<file path="config.mk">
export PLATFORM = sky130hd
export DESIGN_NAME = damage_resolver
export DESIGN_NICKNAME = d
export VERILOG_FILES = /design/src/rtl/battle_pkg.sv /design/src/rtl/sat_add.sv /design/src/rtl/damage_resolver.sv
export SDC_FILE = /design/constraint.sdc
export NUM_CORES = 1
export LEC_CHECK = 0
export BUFFER_PORTS_ARGS = -buffer_cell sky130_fd_sc_hd__buf_2
export CAP_MARGIN = 20
export CORE_MARGIN = 8
export CORE_UTILIZATION = 54
export DETAILED_ROUTE_END_ITERATION = 6
export PLACE_DENSITY_LB_ADDON = 0.12
export SYNTH_ARGS = -nofsm -noshare
export SYNTH_HDL_FRONTEND = slang
export SYNTH_SLANG_ARGS = --single-unit
</file>
<file path="constraint.sdc">
create_clock -name clk -period 3.1 [get_ports clk]
set_input_delay 0 -clock clk [delete_from_list [all_inputs] [get_ports clk]]
set_output_delay 0 -clock clk [all_outputs]
set_load 0.02 [all_outputs]
</file>
<file path="src/rtl/battle_pkg.sv">
// Shared battle-box definitions: bullet colour codes, resolver FSM states
// and default hit strengths.
package battle_pkg;

   localparam logic [2:0] COLOR_WHITE  = 3'd0;
   localparam logic [2:0] COLOR_GREEN  = 3'd1;
   localparam logic [2:0] COLOR_BLUE   = 3'd2;
   localparam logic [2:0] COLOR_ORANGE = 3'd3;

   localparam int DEFAULT_ATTACK_POWER = 10;
   localparam int DEFAULT_HEAL_POWER   = 5;

   typedef enum logic [0:0] {
      ST_IDLE = 1'b0,
      ST_SCAN = 1'b1
   } resolver_state_t;

endpackage

</file>
<file path="src/rtl/sat_add.sv">
// Unsigned saturating adder: the result clamps to all-ones instead of wrapping.
module sat_add #(
   parameter int W = 8
) (
   input  logic [W-1:0] a,
   input  logic [W-1:0] b,
   output logic [W-1:0] sum
);

   logic [W:0] full_s;

   assign full_s = {1'b0, a} + {1'b0, b};
   assign sum    = full_s[W] ? {W{1'b1}} : full_s[W-1:0];

endmodule

</file>
<file path="src/rtl/damage_resolver.sv">
// Per-frame bullet scan: walks every slot once, accumulating saturating damage
// and heal totals, and manages post-hit invincibility frames.
module damage_resolver
   import battle_pkg::*;
#(
   parameter int NUM_SLOTS    = 3,
   parameter int DMG_W        = 8,
   parameter int ATTACK_POWER = DEFAULT_ATTACK_POWER,
   parameter int HEAL_POWER   = DEFAULT_HEAL_POWER,
   parameter int IFRAME_SCANS = 2,
   parameter int IDX_W        = (NUM_SLOTS > 1) ? $clog2(NUM_SLOTS) : 1
) (
   input  logic             clk,
   input  logic             rst_n,
   input  logic             start,
   input  logic             isCollide,
   input  logic             isRender,
   input  logic             isMove,
   input  logic [2:0]       color,
   output logic [IDX_W-1:0] index,
   output logic [DMG_W-1:0] damage,
   output logic [DMG_W-1:0] healAmount,
   output logic [IDX_W:0]   hitCount,
   output logic             busy,
   output logic             done,
   output logic             invincible
);

   localparam longint     MAX_VAL  = (64'd1 << DMG_W) - 64'd1;
   localparam int         IF_W     = (IFRAME_SCANS > 0) ? $clog2(IFRAME_SCANS + 1) : 1;
   // Strengths larger than the accumulator range are clamped so one hit saturates.
   localparam logic [DMG_W-1:0] ATK_ADD  = (longint'(ATTACK_POWER) > MAX_VAL) ?
                                           {DMG_W{1'b1}} : DMG_W'(ATTACK_POWER);
   localparam logic [DMG_W-1:0] HEAL_ADD = (longint'(HEAL_POWER) > MAX_VAL) ?
                                           {DMG_W{1'b1}} : DMG_W'(HEAL_POWER);
   localparam logic [IF_W-1:0]  IF_LOAD  = IF_W'(IFRAME_SCANS);
   localparam logic [IDX_W-1:0] LAST_IDX = IDX_W'(NUM_SLOTS - 1);

   resolver_state_t  state_r;
   logic [IDX_W-1:0] index_r;
   logic [DMG_W-1:0] damage_r;
   logic [DMG_W-1:0] heal_r;
   logic [IDX_W:0]   hit_r;
   logic             busy_r;
   logic             done_r;
   logic             invincible_r;
   logic [IF_W-1:0]  iframe_r;

   logic             collide_s;
   logic             dmg_hit_s;
   logic             heal_hit_s;
   logic [DMG_W-1:0] dmg_add_s;
   logic [DMG_W-1:0] heal_add_s;
   logic [DMG_W-1:0] dmg_sum_s;
   logic [DMG_W-1:0] heal_sum_s;
   logic [IDX_W:0]   hit_next_s;
   logic [IF_W-1:0]  iframe_next_s;

   assign collide_s = isCollide & isRender;

   // Classify the addressed slot by colour and player movement.
   always_comb begin
      dmg_hit_s  = 1'b0;
      heal_hit_s = 1'b0;
      if (collide_s) begin
         case (color)
            COLOR_WHITE:  dmg_hit_s  = 1'b1;
            COLOR_GREEN:  heal_hit_s = 1'b1;
            COLOR_BLUE:   dmg_hit_s  = isMove;
            COLOR_ORANGE: dmg_hit_s  = ~isMove;
            default: begin
               dmg_hit_s  = 1'b0;
               heal_hit_s = 1'b0;
            end
         endcase
      end else begin
         dmg_hit_s  = 1'b0;
         heal_hit_s = 1'b0;
      end
   end

   // Hits during i-frames still count but deal nothing.
   assign dmg_add_s  = (dmg_hit_s && (iframe_r == {IF_W{1'b0}})) ? ATK_ADD : {DMG_W{1'b0}};
   assign heal_add_s = heal_hit_s ? HEAL_ADD : {DMG_W{1'b0}};
   assign hit_next_s = hit_r + ((dmg_hit_s | heal_hit_s) ? {{IDX_W{1'b0}}, 1'b1}
                                                         : {(IDX_W + 1){1'b0}});

   sat_add #(.W(DMG_W)) u_dmg_add (
      .a   (damage_r),
      .b   (dmg_add_s),
      .sum (dmg_sum_s)
   );

   sat_add #(.W(DMG_W)) u_heal_add (
      .a   (heal_r),
      .b   (heal_add_s),
      .sum (heal_sum_s)
   );

   // I-frame counter value to commit when the scan completes.
   assign iframe_next_s = (dmg_sum_s != {DMG_W{1'b0}}) ? IF_LOAD :
                          (iframe_r != {IF_W{1'b0}})   ? iframe_r - {{(IF_W - 1){1'b0}}, 1'b1} :
                                                         iframe_r;

   // Scan FSM with index, totals, hit count and i-frame bookkeeping.
   always_ff @(posedge clk or negedge rst_n) begin
      if (!rst_n) begin
         state_r      <= ST_IDLE;
         index_r      <= {IDX_W{1'b0}};
         damage_r     <= {DMG_W{1'b0}};
         heal_r       <= {DMG_W{1'b0}};
         hit_r        <= {(IDX_W + 1){1'b0}};
         busy_r       <= 1'b0;
         done_r       <= 1'b0;
         invincible_r <= 1'b0;
         iframe_r     <= {IF_W{1'b0}};
      end else begin
         done_r <= 1'b0;
         if (start) begin
            // A start in either state (re)begins the scan from slot 0.
            state_r  <= ST_SCAN;
            index_r  <= {IDX_W{1'b0}};
            damage_r <= {DMG_W{1'b0}};
            heal_r   <= {DMG_W{1'b0}};
            hit_r    <= {(IDX_W + 1){1'b0}};
            busy_r   <= 1'b1;
         end else begin
            case (state_r)
               ST_IDLE: begin
                  state_r <= ST_IDLE;
               end
               ST_SCAN: begin
                  damage_r <= dmg_sum_s;
                  heal_r   <= heal_sum_s;
                  hit_r    <= hit_next_s;
                  if (index_r == LAST_IDX) begin
                     state_r      <= ST_IDLE;
                     index_r      <= {IDX_W{1'b0}};
                     busy_r       <= 1'b0;
                     done_r       <= 1'b1;
                     iframe_r     <= iframe_next_s;
                     invincible_r <= (iframe_next_s != {IF_W{1'b0}});
                  end else begin
                     index_r <= index_r + {{(IDX_W - 1){1'b0}}, 1'b1};
                  end
               end
               default: begin
                  state_r <= ST_IDLE;
                  busy_r  <= 1'b0;
               end
            endcase
         end
      end
   end

   assign index      = index_r;
   assign damage     = damage_r;
   assign healAmount = heal_r;
   assign hitCount   = hit_r;
   assign busy       = busy_r;
   assign done       = done_r;
   assign invincible = invincible_r;

endmodule

</file>
# Word level (Yosys, flattened, before mapping)
# Index checks and enable logic that the tools add are counted.
dict set report classes {
  addsub 5
  mul 0
  n_div 0
  magnitude_cmp 0
  eq_ne 4
  n_shift 0
  muxes 29
  bitwise_logic 5
  reduce_logical 10
}
# cell n
set ops {}
lappend ops {{$mux 8} 6}
lappend ops {{$mux 1} 12}
lappend ops {{$mux 2} 5}
lappend ops {{$add 8x3->9} 1}
lappend ops {{$add 8x4->9} 1}
lappend ops {{$mux 3} 3}
lappend ops {{$reduce_bool 2->1} 4}
lappend ops {{$reduce_bool 8->1} 1}
lappend ops {{$eq 3x2->1 const B} 2}
lappend ops {{$mux 4} 1}
lappend ops {{$add 3x1->3} 1}
lappend ops {{$eq 3x1->1 const B} 1}
lappend ops {{$logic_not 3->1} 1}
lappend ops {{$not 1->1} 3}
lappend ops {{$pmux 1 s3} 1}
lappend ops {{$reduce_and 3->1} 1}
lappend ops {{$add 2x1->2 const B} 1}
lappend ops {{$eq 2x2->1 const B} 1}
lappend ops {{$logic_not 2->1} 1}
lappend ops {{$pmux 1 s2} 1}
lappend ops {{$reduce_and 2->1} 1}
lappend ops {{$sub 2x1->2 const B} 1}
lappend ops {{$and 1x1->1} 1}
lappend ops {{$logic_and 1x1->1} 1}
lappend ops {{$or 1x1->1} 1}
dict set report word_totals {
  regBits 27
  latch_bits 0
  ramBits 0
  mem_bits_ro 0
  input_bits 9
  output_inout_bits 24
  wordCells 62
  n_memories 0
}

# Logic depth before layout (Yosys ltp)
# Gate-level depths: netlist of run 1.
dict set report depth {
  ltp_word 10
  ltp_mapped 10
}

# By module
# From an unflattened synthesis of run 1, not the netlist that was laid out.
dict set report hier_totals {
  cells_unflattened 199
  area_unflattened_um2 1966.9
}
# mod instances cells_per_inst area_per_inst_um2 seq_area_each_um2
set by_module_without_submodules {}
lappend by_module_without_submodules {damage_resolver 1 103 1186.1 675.6}
lappend by_module_without_submodules {sat_add 2 48 390.4 0.0}

# Worst setup path before layout of run 1
# No wires, ideal clock.
dict set report synth_timing {
  path_type {register to register}
  from {reg iframe_r[1]}
  to {reg iframe_r[0]}
  setup_ps 122
  arrival_time_ps 2484
  slack_ps 494
  path_stages_with_launch 10
  n_path_buf 0
  path_cell_list {dfrtp_1 -> or2_4 -> nor3_2 -> ha_1 -> ha_1 -> nand2_1 -> a2111o_1 -> a21oi_1 -> nor4b_4 -> a32o_1}
}
dict set report synth_between {
  elab_chain_len 7
  elab_cells_between_ends 9
}
# element line
set synth_rtl {}
lappend synth_rtl {{from (decl)} damage_resolver.sv:47} ;# logic [IF_W-1:0] iframe_r;
lappend synth_rtl {{from (signal assigned)} damage_resolver.sv:116} ;# iframe_r <= {IF_W{1'b0}};
lappend synth_rtl {{from (signal assigned)} damage_resolver.sv:141} ;# iframe_r <= iframe_next_s;
lappend synth_rtl {{$logic_not 2->1} damage_resolver.sv:83} ;# assign dmg_add_s = (dmg_hit_s && (iframe_r == {IF_W{1'b0}})) ? ATK_ADD : {DMG_W{1'b0}};
lappend synth_rtl {{$logic_and 1x1->1} damage_resolver.sv:83}
lappend synth_rtl {{$mux 4} damage_resolver.sv:83}
lappend synth_rtl {{$add 8x4->9} sat_add.sv:12} ;# assign full_s = {1'b0, a} + {1'b0, b};
lappend synth_rtl {{$mux 8} sat_add.sv:13} ;# assign sum = full_s[W] ? {W{1'b1}} : full_s[W-1:0];
lappend synth_rtl {{$reduce_bool 8->1} damage_resolver.sv:101} ;# assign iframe_next_s = (dmg_sum_s != {DMG_W{1'b0}}) ? IF_LOAD :
lappend synth_rtl {{$mux 2 (*)} damage_resolver.sv:101}
# Mark *: on every way between the ends. The rest lies on a longest branch, timed or not.
# A chain may end at the register's enable or synchronous reset.

# Worst setup path after layout of run 1
# Ends and elaborated chain as after synthesis.

==> impl_metrics.csv, run 1 <==
group,metric,value,unit
routing,drc,0,
setup_path,cp-endpoint,"iframe_r[0]",
placement,gp_congestion,0.8309,
hold_path,worstHoldStart,"start",
floorplan,start_util,55.17,%
synth,async_reset_ff_share,100.0,%
global_route,track_usage,15.12,%
clock_tree,ctsResizeCount,0,
routing,wire_per_inst,15.71,microns
sta,rsz0062_at_grt,"false",
routing,routed_wl,3661,microns
run,maxCapViolations,0,
clock_tree,cts_buffers,3,
setup_path,worstSetupPathType,"reg2reg",
sta,fin_skew,0.008270,ns
finish,area_growth,13.33,%
finish,layout-drive-gt1-share,22.50,%
setup_path,crit_path_start_kind,"flip-flop",
synth,synth-edff-count,0,
setup_path,r2r_end,"iframe_r[0]",
synth,synthSimpleGateAreaFrac,25.74,%
synth,synth_mux_area_share,4.265,%
finish,nNetsFinal,217,
global_route,grt_pass1_wl,6251,microns
power,power.density,390.9,mW/mm^2
routing,dr.pass1.iters,4,
setup_path,cp-end-kind,"flip-flop",
clock_tree,htree_num_levels,1,
synth,yosysUniqueCellTypes,47,
power,vdd_drop_max,0.2687,mV
synth,synth_top_area_share,41.13,%
clock_tree,clock_latency,0.34,ns
clock_tree,clock_path_buffers,2,
clock_tree,tritoncts,"built",
setup_path,cp-startpoint,"iframe_r[1]",
synth,synthAdderAreaFrac,5.331,%
global_route,grt_max_degree,28,
synth,syn_area,0.001643,sq mm
hold_path,hold_path.class,"in2reg",
setup_path,reg2reg_from,"iframe_r[1]",
floorplan,floorplan.die_area,0.005063,sq mm
routing,ant_nets,0,
clock_tree,cts.sinks,27,
floorplan,dieHeight,71.16,microns
synth,synth_seq_cells,27,
sta,finalSetupViolCount,0,
clock_tree,post_cts.repair.setup_buffers,0,
sta,min_period,2.811,ns
synth,yosysSeqAreaShare,41.13,%
placement,dpl.hpwl,2703,microns
sta,tightest_slew,0.6119,ns
setup_path,r2r_cells,9,
synth,synth_top_area_cell,"dfrtp_1",
synth,syn_nets,185,
floorplan,io_pins,33,
setup_path,worstPathArrival,3.05,ns
floorplan,die_x,71.16,microns
global_route,antenna_found_initial,0,
synth,synth-compound-area-share,15.77,%
clock_tree,clk_pin_slew,0.15,ns
floorplan,rows,20,
synth,syn_avg_cell_area,9.721,sq um
routing,initialDrtViolationCount,73,
outcome,status,"completed",
routing,viasPerCell,5.918,
sta,drv_slew,0,
setup_path,required,3.34,ns
finish,fin_util,62.52,%
power,total_leakage_power,0.9398,nW
synth,synth_top_family_by_area,"simple AND/OR/NAND/NOR gates",
routing,vias,1379,
sta,finalHoldViolCount,0,
finish,antenna_cells,0,
setup_path,rrSetupSlack,0.29,ns
clock_tree,cts_root_buf,"clkbuf_4",
finish,final_cell_mix,"32 x buf_2, 27 x dfrtp_1, 25 x nor2_1",
synth,synthCells,169,
global_route,overflow,0,
sta,relSlewSlack,59.21,%
sta,fmax,0.3558,GHz
finish,final_common_cell,"buf_2",
synth,synth_top_flop_cell,"dfrtp_1",
sta,post-route-period-util,90.66,%
setup_path,path_max_fanout,5,
global_route,grt_pass1_vias,1347,
placement,io_buffers,32,
synth,synthTopCellsByArea,"dfrtp_1 41%, nor2_1 5.7%, ha_1 5.3%, mux2i_1 4.3%, a21oi_1 3.0%",
sta,setup-tns-final,0,ns
synth,ys_warn_count,0,
synth,synth_xor_area_share,5.027,%
floorplan,core-area,0.002978,sq mm
==> logic make-up after synthesis <==
group / count (synthesis)
and+or+nand+nor: 74
AOI/OAI and AO/OA: 35
xor gates and xnor gates: 7
muxes: 7
buffers and inverters: 12
adders and majority gates: 7
DFF: 27
==> critical path, cell delays in order, from the launching register on <==
cell,delay (ns)
dfrtp_1,0.44
or2_4,0.29
nor3_2,0.35
ha_1,0.24
ha_1,0.26
nand2_1,0.08
a2111o_1,0.48
a21oi_1,0.24
nor4b_4,0.08
a32o_1,0.26
==> timing repair <==
| item | in CTS | in global routing |
|---|---|---|
| hold buffers | 1 | 0 |
| endpoints found under the hold margin | 27 | 0 |
| endpoints found under the setup margin | 0 | 0 |
==> layer usage <==
metal	wire length, microns	share of wire, %	up-vias	GRT usage (%)
li1	-	-	676	-
met1	1656	45	669	19.61
met2	1711	47	29	23.47
met3	244	6.7	5	3.814
met4	48	1.3	0	5.543
met5	0	0	-	0
==> registers in the layout, indices dropped and copies added, names as in the netlist <==
| register | flops |
|---|---|
| damage | 8 |
| invincible | 1 |
| busy | 1 |
| iframe_r | 2 |
| index | 2 |
| state_r | 1 |
| healAmount | 8 |
| hitCount | 3 |
| done | 1 |
==> metrics by stage <==
step / power (mW) / setup WS [ns] / hold WS [ns] / cells / cell area [sq um]
6_report: 0.7278 / 0.2894 / 0.08905 / 233 / 1862
5_1_grt: 0.7620 / 0.07426 / 0.1120 / 233 / 1862
4_1_cts: 0.7332 / 0.2886 / 0.08352 / 233 / 1862
3_5_place_dp: 0.5780 / 0.3032 / 0.04907 / 228 / 1826
3_3_place_gp: 0.5722 / 0.4171 / 0.04223 / 228 / 1826
2_1_floorplan: 0.5170 / 0.4944 / -0.2956 / 169 / 1643
==> worst min-delay path by stage <==
stage	end	slack, ns	cells after the start
after floorplan	busy	-0.30	0
after global placement	healAmount[6]	0.04	1
after detailed placement	healAmount[4]	0.05	1
after CTS	damage[6]	0.08	2
after global routing	hitCount[1]	0.11	2
final	damage[6]	0.09	2
==> cell usage after synthesis, types with 2 or more instances <==
library cell and n:
dfrtp_1 27, nor2_1 25, a21oi_1 10, nand2_1 10, ha_1 7, mux2i_1 7, nor3_1 7, clkbuf_1 6
a311oi_1 5, inv_1 5, nand3_1 5, a211oi_1 4, a31oi_1 4, nand2b_1 3, xor2_1 3, and2_1 2
nand3b_1 2, nand4_1 2, nor2b_1 2, nor3b_1 2, nor4_1 2, nor4b_4 2, or3_1 2, xnor2_1 2
==> layout make-up <==
type                    count  area (sq um)
inverters                   5         18.77
flip-flops and latches     27         675.6
well taps                  33         41.29
repair buffers             34         177.7
multi-input cells         130         922.1
fillers                   260          1116
clock buffers               4         26.28
==> power breakdown <==
group          switching (mW)  internal, mW  total (mW)
Clock                   0.108        0.0506       0.158
Combinational           0.108        0.0644       0.173
Sequential             0.0201         0.377       0.397
(Power assumes the default switching activity.)
==> run 2: changes to the inputs <==
MAX_ROUTING_LAYER = met4   (was not set)
==> run 2 against run 1 <==
  * Flip-flop and latch count is the same
  * Total power hardly changed
  * Final cell count stayed put
  * Sequential power is essentially flat
  * Critical path depth did not move
  * Register-to-register slack is essentially flat
  * Non-clock buffer count stayed put
  * Core utilization unchanged
==> impl_metrics.csv, run 2 (synthesized netlist as in run 1, its figures left out) <==
group,metric,value,unit
outcome,status,"completed",
global_route,grt_max_degree,28,
finish,fillers,260,
sta,tightest_slew,0.6112,ns
setup_path,cp-endpoint,"iframe_r[0]",
global_route,grt_pass1_vias,1347,
setup_path,crit_top_cell,"ha_1",
clock_tree,tritoncts,"built",
setup_path,rrSetupSlack,0.29,ns
floorplan,floorplan.die_area,0.005063,sq mm
global_route,met3_usage,3.249,%
global_route,use_met2,23.47,%
finish,final_cell_mix,"32 x buf_2, 27 x dfrtp_1, 25 x nor2_1",
finish,antenna_cells,0,
setup_path,cp_num_cells,9,
sta,drv_slew,0,
floorplan,core-area,0.002978,sq mm
routing,ant_nets,0,
sta,fmax,0.3558,GHz
clock_tree,htree_num_levels,1,
floorplan,dieHeight,71.16,microns
global_route,track_usage,15.53,%
setup_path,required,3.34,ns
run,maxCapViolations,0,
sta,setup-tns-final,0,ns
clock_tree,cts.sinks,27,
sta,min_period,2.810,ns
setup_path,cp-end-kind,"flip-flop",
sta,whs,0.08822,ns
clock_tree,clock_latency,0.33,ns
placement,io_buffers,32,
setup_path,cp-startpoint,"iframe_r[1]",
finish,layout-drive-gt1-share,22.50,%
setup_path,worstSetupPathType,"reg2reg",
power,vdd_drop_max,0.2687,mV
floorplan,start_util,55.17,%
setup_path,max_stage_delay,0.48,ns
sta,fin_skew,0.008156,ns
setup_path,reg2reg_from,"iframe_r[1]",
floorplan,io_pins,33,
setup_path,path_delay_family,"compound AO/OA/AOI/OAI gates",
sta,post-route-period-util,90.66,%
sta,finalSetupViolCount,0,
setup_path,r2r_end,"iframe_r[0]",
placement,dpl.hpwl,2703,microns
routing,viasPerCell,5.918,
routing,vias,1379,
floorplan,rows,20,
global_route,overflow,0,
global_route,busiest_layer,"met2",
setup_path,crit_buf_inv,0,
finish,area_growth,13.33,%
clock_tree,post_cts.repair.setup_buffers,0,
clock_tree,cts_hold_buffers,1,
setup_path,crit_path_start_kind,"flip-flop",
hold_path,hold_path.class,"in2reg",
sta,relSlewSlack,59.25,%
finish,nNetsFinal,217,
placement,gp_congestion,0.8435,
clock_tree,cts_buffers,3,
clock_tree,clk_pin_slew,0.15,ns
setup_path,r2r_cells,9,
clock_tree,clock_path_buffers,2,
routing,drc,0,
power,total_leakage_power,0.9398,nW
setup_path,path_max_fanout,5,
global_route,grt_pass1_wl,6244,microns
routing,dr.pass1.iters,4,
finish,fin_util,62.52,%
setup_path,crit_chain,"or2_4, nor3_2, ha_1, ha_1, nand2_1, a2111o_1, a21oi_1, nor4b_4, a32o_1",
power,power.density,390.8,mW/mm^2
sta,finalHoldViolCount,0,
routing,wire_per_inst,15.71,microns
finish,final_common_cell,"buf_2",
routing,initialDrtViolationCount,78,
setup_path,slowest_stage,"a2111o_1",
sta,rsz0062_at_grt,"false",
floorplan,die_x,71.16,microns
global_route,use_met1,19.95,%
global_route,antenna_found_initial,0,
clock_tree,ctsResizeCount,0,
routing,routed_wl,3661,microns
clock_tree,cts_root_buf,"clkbuf_4",
setup_path,worstPathArrival,3.05,ns
run 2: cell counts in the layout (fill, tap and decap cells not counted):
No cell type changed its count.
run 2: how the worst min path moves through the flow:
stage | startpoint | to | slack [ns] | cells after the start
3_5_place_dp | rst_n | healAmount[4] | 0.05 | 1
2_1_floorplan | rst_n | busy | -0.30 | 0
3_3_place_gp | rst_n | healAmount[6] | 0.04 | 1
6_report | start | damage[6] | 0.09 | 2
5_1_grt | start | hitCount[1] | 0.11 | 2
4_1_cts | start | damage[6] | 0.08 | 2
run 2: metal layers:
metal / vias to the layer above / wire length, microns
met5: - / 0
met4: 0 / 47
met3: 5 / 228
met2: 30 / 1708
met1: 668 / 1677
li1: 676 / -
run 2: report_power, final:
| part | switching, mW | leakage [nW] | internal [mW] |
|---|---|---|---|
| clock | 0.107 | 0.0150 | 0.0506 |
| combinational | 0.108 | 0.564 | 0.0644 |
| sequential | 0.0201 | 0.361 | 0.377 |
run 2: final cells by class:
cell class                      count  area, sq um  area share [%]
Clock buffer                        4        26.28           1.411
Sequential cell                    27        675.6           36.29
Timing Repair Buffer               34        177.7           9.543
Multi-Input combinational cell    130        922.1           49.53
Tap cell                           33        41.29           2.218
Inverter                            5        18.77           1.008
run 2: per-stage QoR:
| stage | std cells | cell area (sq um) | power (mW) | worst slack [ns] |
|---|---|---|---|---|
| finish | 233 | 1862 | 0.7275 | 0.2896 |
| global route | 233 | 1862 | 0.7619 | 0.07426 |
| CTS | 233 | 1862 | 0.7332 | 0.2886 |
| detailed placement | 228 | 1826 | 0.5780 | 0.3032 |
| global placement | 228 | 1826 | 0.5722 | 0.4171 |
| floorplan | 169 | 1643 | 0.5170 | 0.4944 |
run 2: worst register-to-register path: stages (launching register included):
cell and delay, ns:
dfrtp_1 0.44, or2_4 0.29, nor3_2 0.35, ha_1 0.24, ha_1 0.26, nand2_1 0.08, a2111o_1 0.48, a21oi_1 0.24
nor4b_4 0.08, a32o_1 0.26
==> run 3: changes to the inputs <==
CORE_MARGIN = not set   (was 8)
CORE_UTILIZATION = 49   (was 54)
clock period = 2.55 ns   (was 3.1 ns; I/O delays follow)
==> run 3 against run 2 <==
  * Core utilization decreased by 1.2 points
  * Sequential share of layout area decreased by 1.0 points
  * Largest cell class unchanged
  * Cell area increased by 3.0%
  * Critical path type unchanged
  * Total power increased by 21%
  * Via count increased by 2.8%
  * Register-to-register slack got worse by 0.18 ns
  * Critical path depth unchanged
  * Hold slack improved by 0.0075 ns
==> impl_metrics.csv, run 3 (synthesized netlist as in run 1, its figures left out) <==
group,metric,value,unit
outcome,status,"completed",
power,total_leakage_power,0.9592,nW
setup_path,r2r_cells,9,
global_route,grt_pass1_wl,5809,microns
routing,ant_nets,0,
run,maxCapViolations,0,
routing,dr.pass1.iters,5,
floorplan,core-area,0.003128,sq mm
routing,wire_per_inst,14.75,microns
finish,area_growth,16.68,%
floorplan,die_x,59.90,microns
routing,viasPerCell,5.718,
setup_path,path_max_fanout,5,
finish,multiInputGateArea,933.4,sq um
finish,fin_util,61.28,%
sta,tightest_slew,0.6119,ns
power,power,882.1,uW
placement,dpl.hpwl,2650,microns
setup_path,worstSetupPathType,"reg2reg",
routing,vias,1418,
global_route,track_usage,22.45,%
setup_path,r2r_end,"damage[7]",
placement,io_buffers,32,
hold_path,whs_path_depth,2,
clock_tree,post_cts.repair.setup_buffers,0,
hold_path,worstHoldStart,"start",
global_route,grt_max_degree,28,
floorplan,start_util,52.52,%
finish,finalNonFillerCells,248,
hold_path,hold_path.class,"in2reg",
power,vdd_drop_max,0.2901,mV
finish,fillers,275,
clock_tree,tritoncts,"built",
setup_path,cp-end-kind,"flip-flop",
sta,relSlewSlack,59.20,%
finish,final_common_cell,"buf_2",
placement,placed_cells,243,
setup_path,reg2reg_from,"iframe_r[1]",
sta,rsz0062_at_grt,"false",
clock_tree,htree_num_levels,1,
setup_path,crit_path_start_kind,"flip-flop",
hold_path,holdPathEnd,"index[0]",
finish,antenna_cells,0,
sta,drv_slew,0,
finish,final_cell_mix,"32 x buf_2, 27 x dfrtp_1, 25 x nor2_1",
global_route,overflow,0,
floorplan,rows,20,
sta,fin_skew,0.006537,ns
routing,routed_wl,3657,microns
placement,gp_congestion,0.8353,
routing,drc,0,
clock_tree,clk_pin_slew,0.15,ns
finish,regArea,675.6,sq um
sta,setup-tns-final,0,ns
clock_tree,cts_root_buf,"clkbuf_4",
setup_path,rrSetupSlack,0.11,ns
clock_tree,cts.sinks,27,
global_route,antenna_found_initial,0,
clock_tree,clock_latency,0.32,ns
floorplan,dieHeight,59.90,microns
finish,nNetsFinal,221,
global_route,grt_pass1_vias,1287,
floorplan,floorplan.die_area,0.003588,sq mm
setup_path,required,2.79,ns
finish,layout-drive-gt1-share,25.00,%
sta,min_period,2.438,ns
sta,finalSetupViolCount,0,
routing,initialDrtViolationCount,37,
setup_path,worstPathArrival,2.68,ns
clock_tree,clock_path_buffers,2,
clock_tree,cts_buffers,3,
power,power.density,460.2,mW/mm^2
sta,finalHoldViolCount,0,
sta,fmax,0.4102,GHz
sta,post-route-period-util,95.60,%
floorplan,io_pins,33,
==> run 3: critical path, stage by stage (launching register included) <==
cell and delay (ns):
dfrtp_1 0.45, or2_4 0.30, nor3_4 0.20, ha_1 0.19
ha_1 0.16, nand2_1 0.06, a2111o_1 0.44, a21oi_1 0.21
a21oi_1 0.09, a311oi_1 0.25
==> run 3: through the flow <==
stage          setup WS (ns)  area (sq um)  hold slack, ns
2_1_floorplan        0.01225          1649         -0.2956
3_3_place_gp          0.1478          1876         0.03926
3_5_place_dp         0.05982          1876         0.05128
4_1_cts              0.03007          1912          0.1028
5_1_grt             0.001694          1917          0.1147
6_report              0.1121          1917         0.09573
==> run 3: timing repair <==
action / CTS / global route
hold buffers: 1 / 0
endpoints found under the setup margin: 0 / 7
resized for setup: 0 / 2
hold endpoints to repair: 27 / 0
==> run 3: layer usage <==
metal / wire [microns] / share of wire [%] / global-route usage (%) / vias to the layer above
met4: 46 / 1.3 / 8.970 / 0
met5: 0 / 0 / - / -
met2: 1754 / 48 / 35.08 / 38
met1: 1718 / 47 / 29.74 / 686
li1: - / - / - / 688
met3: 137 / 3.7 / 2.597 / 6
==> run 3: worst max path at each step <==
| stage | startpoint | endpoint | slack, ns | depth (start not counted) |
|---|---|---|---|---|
| floorplan | iframe_r[1] | iframe_r[0] | 0.01 | 9 |
| global placement | iframe_r[1] | iframe_r[0] | 0.15 | 9 |
| detailed placement | iframe_r[1] | iframe_r[0] | 0.06 | 9 |
| CTS | iframe_r[1] | iframe_r[0] | 0.03 | 9 |
| global route | iframe_r[1] | iframe_r[0] | 0.002 | 9 |
| finish | iframe_r[1] | damage[7] | 0.11 | 9 |
==> run 3: final cells by class <==
cell class                      instances  area share (%)
Clock buffer                            4           1.371
Inverter                                5          0.9791
Multi-Input combinational cell        130           48.69
Sequential cell                        27           35.25
Tap cell                               44           2.872
Timing Repair Buffer                   38           10.84
==> run 3: where the power goes <==
part           internal, mW  switching (mW)
sequential            0.458          0.0297
clock                0.0613           0.125
combinational        0.0802           0.128
